[src/rtl/bs_pkg.sv]
// Shared widths, limits and error-cause encoding for the bitstream window buffer.
package bs_pkg;

    localparam int WORD_W  = 16;
    localparam int BUF_W   = 48;
    localparam int LVL_W   = 6;
    localparam int MAX_ADV = 16;
    localparam int SHAMT_W = 5;

    typedef enum logic [2:0] {
        ERR_NONE,
        ADV_EMPTY,
        ADV_RANGE,
        ALIGN_SHORT,
        ADV_ALIGN_COLLIDE
    } err_cause_e;

    // Bits still to skip before the stream reaches the next byte boundary.
    function automatic logic [2:0] align_skip(input logic [2:0] pos_lsb);
        return 3'd0 - pos_lsb;
    endfunction

endpackage

[src/rtl/bs_lshift48.sv]
// Combinational logarithmic left shifter for the bit buffer; shift amount 0..16.
module bs_lshift48
    import bs_pkg::*;
#(
    parameter int WIDTH = BUF_W
) (
    input  logic [WIDTH-1:0]   data_i,
    input  logic [SHAMT_W-1:0] shamt_i,
    output logic [WIDTH-1:0]   data_o
);

    logic [WIDTH-1:0] stage;

    always_comb begin
        // NOTE: every always_comb output gets a default first so no path can infer a latch.
        stage = data_i;
        for (int s = 0; s < SHAMT_W; s++) begin
            if (shamt_i[s]) begin
                stage = stage << (1 << s);
            end
        end
        data_o = stage;
    end

endmodule

[src/rtl/bs_window_buffer.sv]
// Bitstream window buffer: accepts 16-bit words, exposes the next 16 unconsumed
// bits MSB-aligned, and consumes 1..16 bits or skips to a byte boundary on request.
module bs_window_buffer #(
    parameter int WORD_W = bs_pkg::WORD_W,
    parameter int BUF_W  = bs_pkg::BUF_W
) (
    input  logic                     wb_clk_i,
    input  logic                     wb_rst_i,
    input  logic [WORD_W-1:0]        in_data,
    input  logic                     in_valid,
    output logic                     in_ready,
    output logic [WORD_W-1:0]        win_data,
    output logic                     win_valid,
    input  logic                     adv_valid,
    input  logic [4:0]               adv_len,
    input  logic                     align_req,
    output logic [bs_pkg::LVL_W-1:0] bit_level,
    output logic [31:0]              bit_pos,
    output logic                     err
);

    import bs_pkg::*;

    logic [BUF_W-1:0]   buf_q, buf_d;
    logic [BUF_W-1:0]   shifted;
    logic [BUF_W-1:0]   push_word;
    logic [LVL_W-1:0]   level_q, level_d, level_rem;
    logic [31:0]        pos_q, pos_d;
    logic               err_q, err_d;
    logic               push;
    logic [SHAMT_W-1:0] shamt;
    logic [2:0]         align_k;
    err_cause_e         cause;

    assign in_ready  = (level_q <= LVL_W'(BUF_W - WORD_W));
    assign win_valid = (level_q >= LVL_W'(WORD_W));
    assign push      = in_valid && in_ready;
    assign align_k   = align_skip(pos_q[2:0]);

    // Decide how many bits leave the buffer this cycle and whether the request was illegal.
    always_comb begin
        shamt = '0;
        cause = ERR_NONE;
        if (adv_valid) begin
            if (align_req) begin
                cause = ADV_ALIGN_COLLIDE;
            end
            if (adv_len != 5'd0) begin
                if (adv_len > 5'(MAX_ADV)) begin
                    cause = ADV_RANGE;
                end else if (!win_valid) begin
                    cause = ADV_EMPTY;
                end else begin
                    shamt = adv_len;
                end
            end
        end else if (align_req && (align_k != 3'd0)) begin
            if (level_q >= LVL_W'(align_k)) begin
                shamt = SHAMT_W'(align_k);
            end else begin
                cause = ALIGN_SHORT;
            end
        end
    end

    bs_lshift48 #(
        .WIDTH(BUF_W)
    ) u_shift (
        .data_i (buf_q),
        .shamt_i(shamt),
        .data_o (shifted)
    );

    // Bits past the level stay zero, so a new word can simply be OR-ed in after the remainder.
    always_comb begin
        level_rem = level_q - LVL_W'(shamt);
        push_word = '0;
        if (push) begin
            push_word = {in_data, {(BUF_W - WORD_W){1'b0}}} >> level_rem;
        end
        buf_d   = shifted | push_word;
        level_d = level_rem + (push ? LVL_W'(WORD_W) : '0);
        pos_d   = pos_q + 32'(shamt);
        err_d   = err_q || (cause != ERR_NONE);
    end

    always_ff @(posedge wb_clk_i) begin
        // NOTE: sequential state is updated only with non-blocking assignments.
        if (wb_rst_i) begin
            buf_q   <= '0;
            level_q <= '0;
            pos_q   <= '0;
            err_q   <= 1'b0;
        end else begin
            buf_q   <= buf_d;
            level_q <= level_d;
            pos_q   <= pos_d;
            err_q   <= err_d;
        end
    end

    assign win_data  = buf_q[BUF_W-1 -: WORD_W];
    assign bit_level = level_q;
    assign bit_pos   = pos_q;
    assign err       = err_q;

endmodule

[config.mk]
export PLATFORM = sky130hd
export DESIGN_NAME = bs_window_buffer
export DESIGN_NICKNAME = d
export VERILOG_FILES = /design/src/rtl/bs_pkg.sv /design/src/rtl/bs_lshift48.sv /design/src/rtl/bs_window_buffer.sv
export SDC_FILE = /design/constraint.sdc
export NUM_CORES = 1
export LEC_CHECK = 0
export ABC_AREA = 1
export ABC_CLOCK_PERIOD_IN_PS = 7940
export CAP_MARGIN = 30
export CORE_ASPECT_RATIO = 0.5
export CORE_MARGIN = 2
export CORE_UTILIZATION = 64
export CTS_CLUSTER_SIZE = 16
export DETAILED_ROUTE_END_ITERATION = 7
export PLACE_DENSITY = 0.85
export SLEW_MARGIN = 20
export SYNTH_ARGS = -nofsm -noshare
export SYNTH_HDL_FRONTEND = slang
export SYNTH_HIERARCHICAL = 1
export SYNTH_SLANG_ARGS = --single-unit
[constraint.sdc]
create_clock -name wb_clk_i -period 7.94 [get_ports wb_clk_i]
set_input_delay 1.588 -clock wb_clk_i [delete_from_list [all_inputs] [get_ports wb_clk_i]]
set_output_delay 1.588 -clock wb_clk_i [all_outputs]
set_load 0.02 [all_outputs]
==> results.txt <==
----------------------------------------------------
[Outcome]
  Result of the run ... complete, no violations

[Timing]
  Setup clock skew after layout ... 0.00640 ns
  RSZ-0062 raised after global routing ... false
  Hold slack ... roughly 0.5 ns
  Final Hold Viols ... 0
  Setup violators final ... 0
  Slew of the pin with the lowest slew margin ... around 0.92 ns
  Final max-slew violation count ... 0
  Upper clock frequency limit ... 180 MHz
  Fin crit period ... about 5.6 ns
  Slew Limit Headroom ... ~39%
  Aggregate negative setup slack ... 0 ns
  Final period utilization ... 69.9%

[Hold path]
  Count of cells along the worst hold path ... 2
  Hold EP ... bit_pos[28]
  Start point of the worst min-delay path ... bit_pos[28]
  Path category of the worst min-delay check ... flop to flop

[Synthesis]
  Cell accounting for the most synthesized area ... sky130_fd_sc_hd__nand3_1
  Post-Synthesis Cell Area ... about 8400 um2
  Syn avg cell area ... 5.70 um2
  Top_reg_cell synth ... sky130_fd_sc_hd__dfxtp_1
  Sequential share of the synthesized area ... about a fifth
  Yosys warns ... 6
  Post-synthesis cell type count ... 42
  Number of instances in the synthesized netlist ... between 1000 and 1500
  Synth top area share ... a little over a quarter
  Largest cells by area after synthesis ... sky130_fd_sc_hd__nand3_1 (27%), sky130_fd_sc_hd__dfxtp_1 (21%), sky130_fd_sc_hd__nand2_1 (19%), sky130_fd_sc_hd__a21oi_1 (4.6%), sky130_fd_sc_hd__inv_1 (4.6%)
  Number of synthesized flops with an enable pin ... 0
  Synthesized flop and latch total ... 87
  Fraction of registers with async set or reset after synthesis ... 0%
  Syn Nets ... about 1500

[Clock tree]
  Number of hold buffers added after cts ... 0
  Clock insertion delay at the later pin of the skew report ... 0.34 ns
  Number of buffers created by CTS ... 9
  Clk sinks ... a little under 90
  Clock slew at reported path FFs ... roughly 0.07 ns
  CTS max path bufs ... 2
  Count of cells resized by post-cts repair ... 0
  Level count of the clock H-tree ... 3
  Root Buffer Master ... sky130_fd_sc_hd__clkbuf_16
  Setup Buffers After CTS ... 0
  TritonCTS clock tree ... built

[Detailed routing]
  Per-cell via count in the routed design ... 6.37
  DRC marker count from the first detailed-route iteration ... 1928
  Routed WL per cell ... between 15 and 20 um
  DR vias ... roughly 11000
  Detailed-routing iteration count for the pre-antenna-repair pass ... 8
  Remaining routing DRC violations ... 0
  Count of antenna-violating nets left after detailed routing ... 0
  Aggregate routed wire length ... roughly 29000 um

[Place]
  Number of cells in the design after placement ... ~1600
  Dpl hpwl ... 21400 um
  Routability cong. ... between 1 and 1.5
  Number of I/O port buffers ... 82

[Flow run]
  Maximum Capacitance Violations ... 0

[Setup path]
  Maximum fanout along the worst path ... 51
  Crit path kind ... primary input to flop
  Reg2reg setup slack ... approximately 2.8 ns
  Required time of the worst setup path ... around 8 ns
  Critical Path Source Type ... primary input
  Reg2reg path depth ... 20
  Reg2Reg Capture Point ... buf_q[43]
  Arrival time worst endpoint ... 5.83 ns
  Type of destination of the critical path ... flop
  Reg-to-reg critical path startpoint ... bit_pos[0]

[Layout]
  Share of the core filled with cells in the final layout ... between 70% and 80%
  Leading cell type in the layout, fill and taps excluded ... sky130_fd_sc_hd__nand3_1
  Non-Filler Instances ... between 1500 and 2000
  Number of filler cells placed in the layout ... between 1000 and 1500
  Share of layout cells above drive strength 1 ... under 10%
  Final #Nets ... 1522
  Most used cells in the layout excluding fill and tap cells ... sky130_fd_sc_hd__nand3_1 (451), sky130_fd_sc_hd__nand2_1 (417), sky130_fd_sc_hd__inv_1 (104)
  Synth-to-Final Area Change ... 10.7%

[Floorplanning]
  Die Span X ... ~170 um
  # IOs ... 83
  Die extent in y ... 85.0 um
  Area inside the core boundary ... between 10000 and 15000 um2
  Area enclosed by the die boundary ... 14100 um2
  Number of standard-cell rows in the floorplan ... 29
  Starting Density ... between 60% and 70%

[GRT]
  Global-route wire length before repair ... roughly 46000 um
  GRT overflow ... 0
  Total global routing track utilization ... about two fifths
  Via count of the first global-routing pass ... about 9000
  Number of antenna violations at the first check in global routing ... 3
  Maximum number of pins on one net before global-route repair ... 77

[Power and ir drop]
  Post-layout total power ... between 3000 and 4000 uW
  IR Drop Worst-Case VDD ... around 260 uV
  Power per cell area ... 414 nW/um2
  Leakage Power ... 0.00414 uW

----------------------------------------------------
-- state kept, by name, indices dropped and copies added, names as in the netlist --
| register | count |
|---|---|
| buf_q | 48 |
| bit_level | 6 |
| err | 1 |
| bit_pos | 32 |
-- cells in the mapped netlist (all sizes together) (3+ instances only) --
cell	count
nand3	463
nand2	426
inv	110
nor2	96
dfxtp	87
a21oi	81
buf	70
o21ai	35
clkbuf	30
ha	17
nand4	13
nor3	11
nand3b	9
or2	6
nor4	3
o21a	3
-- cells by family after synthesis --
kind of cell	after synthesis	share of synthesized area [%]
buf+inv	212	11.9
simple gates	1029	56.1
fa+ha+maj	19	3.01
compound gates	122	7.63
flops	87	20.7
xor+xnor	4	0.596
-- power breakdown --
| part | leakage (uW) | internal [uW] | total [uW] | switching, uW |
|---|---|---|---|---|
| logic | 0.00328 | 834 | 2740 | 1910 |
| clock network | 0.000143 | 245 | 438 | 193 |
| registers | 0.000711 | 556 | 670 | 114 |
-- how the worst max path moves through the flow --
| stage | start | end | slack (ns) | cells after the start |
|---|---|---|---|---|
| floorplan | adv_len[3] | buf_q[1] | 3.64 | 17 |
| global placement | adv_len[3] | buf_q[27] | 2.04 | 20 |
| detailed placement | adv_len[1] | buf_q[17] | 2.21 | 19 |
| CTS | adv_len[1] | buf_q[17] | 2.55 | 19 |
| global route | adv_len[1] | buf_q[43] | 2.06 | 19 |
| finish | adv_len[1] | buf_q[43] | 2.39 | 19 |
-- layer usage --
| metal | vias to the layer above | wire [um] | global-route usage [%] |
|---|---|---|---|
| li1 | 4908 | - | - |
| met1 | 4683 | 11800 | 55.1 |
| met5 | - | 0 | 0 |
| met4 | 0 | 953 | 11.7 |
| met2 | 796 | 12200 | 62.2 |
| met3 | 129 | 4190 | 11.1 |
-- metrics by stage --
stage	setup WS [ns]	instance area (um2)
after floorplan	3.64	8400
after global placement	2.04	8940
after detailed placement	2.21	9000
after CTS	2.55	9300
after global routing	2.06	9300
final	2.39	9300
-- cell type report --
cell class | instances | area [um2] | area share (%)
diodes | 1 | 2.50 | 0.0269
clock buffers | 9 | 225 | 2.42
clock inverters | 6 | 71.3 | 0.767
inverters | 112 | 422 | 4.54
multi-input cells | 1174 | 5690 | 61.2
flip-flops and latches | 87 | 1740 | 18.7
well taps | 170 | 213 | 2.29
repair buffers | 93 | 930 | 10.0
-- critical path, cell delays in order --
cell	delay, ns
sky130_fd_sc_hd__clkdlybuf4s50_1	0.45
sky130_fd_sc_hd__inv_1	0.07
sky130_fd_sc_hd__nand4_1	0.16
sky130_fd_sc_hd__nand2_1	0.07
sky130_fd_sc_hd__nand2_1	0.08
sky130_fd_sc_hd__nor2_1	0.04
sky130_fd_sc_hd__inv_1	0.22
sky130_fd_sc_hd__o21ai_4	0.07
sky130_fd_sc_hd__buf_4	0.30
sky130_fd_sc_hd__ha_1	0.31
sky130_fd_sc_hd__fa_1	0.94
sky130_fd_sc_hd__inv_2	0.31
sky130_fd_sc_hd__nor2_1	0.25
sky130_fd_sc_hd__nand2_1	0.10
sky130_fd_sc_hd__nand2_1	0.14
sky130_fd_sc_hd__nand2_1	0.10
sky130_fd_sc_hd__nor2_1	0.38
sky130_fd_sc_hd__a21oi_1	0.14
sky130_fd_sc_hd__nor2_1	0.09
Note: power is estimated with default switching activity, not from simulation.
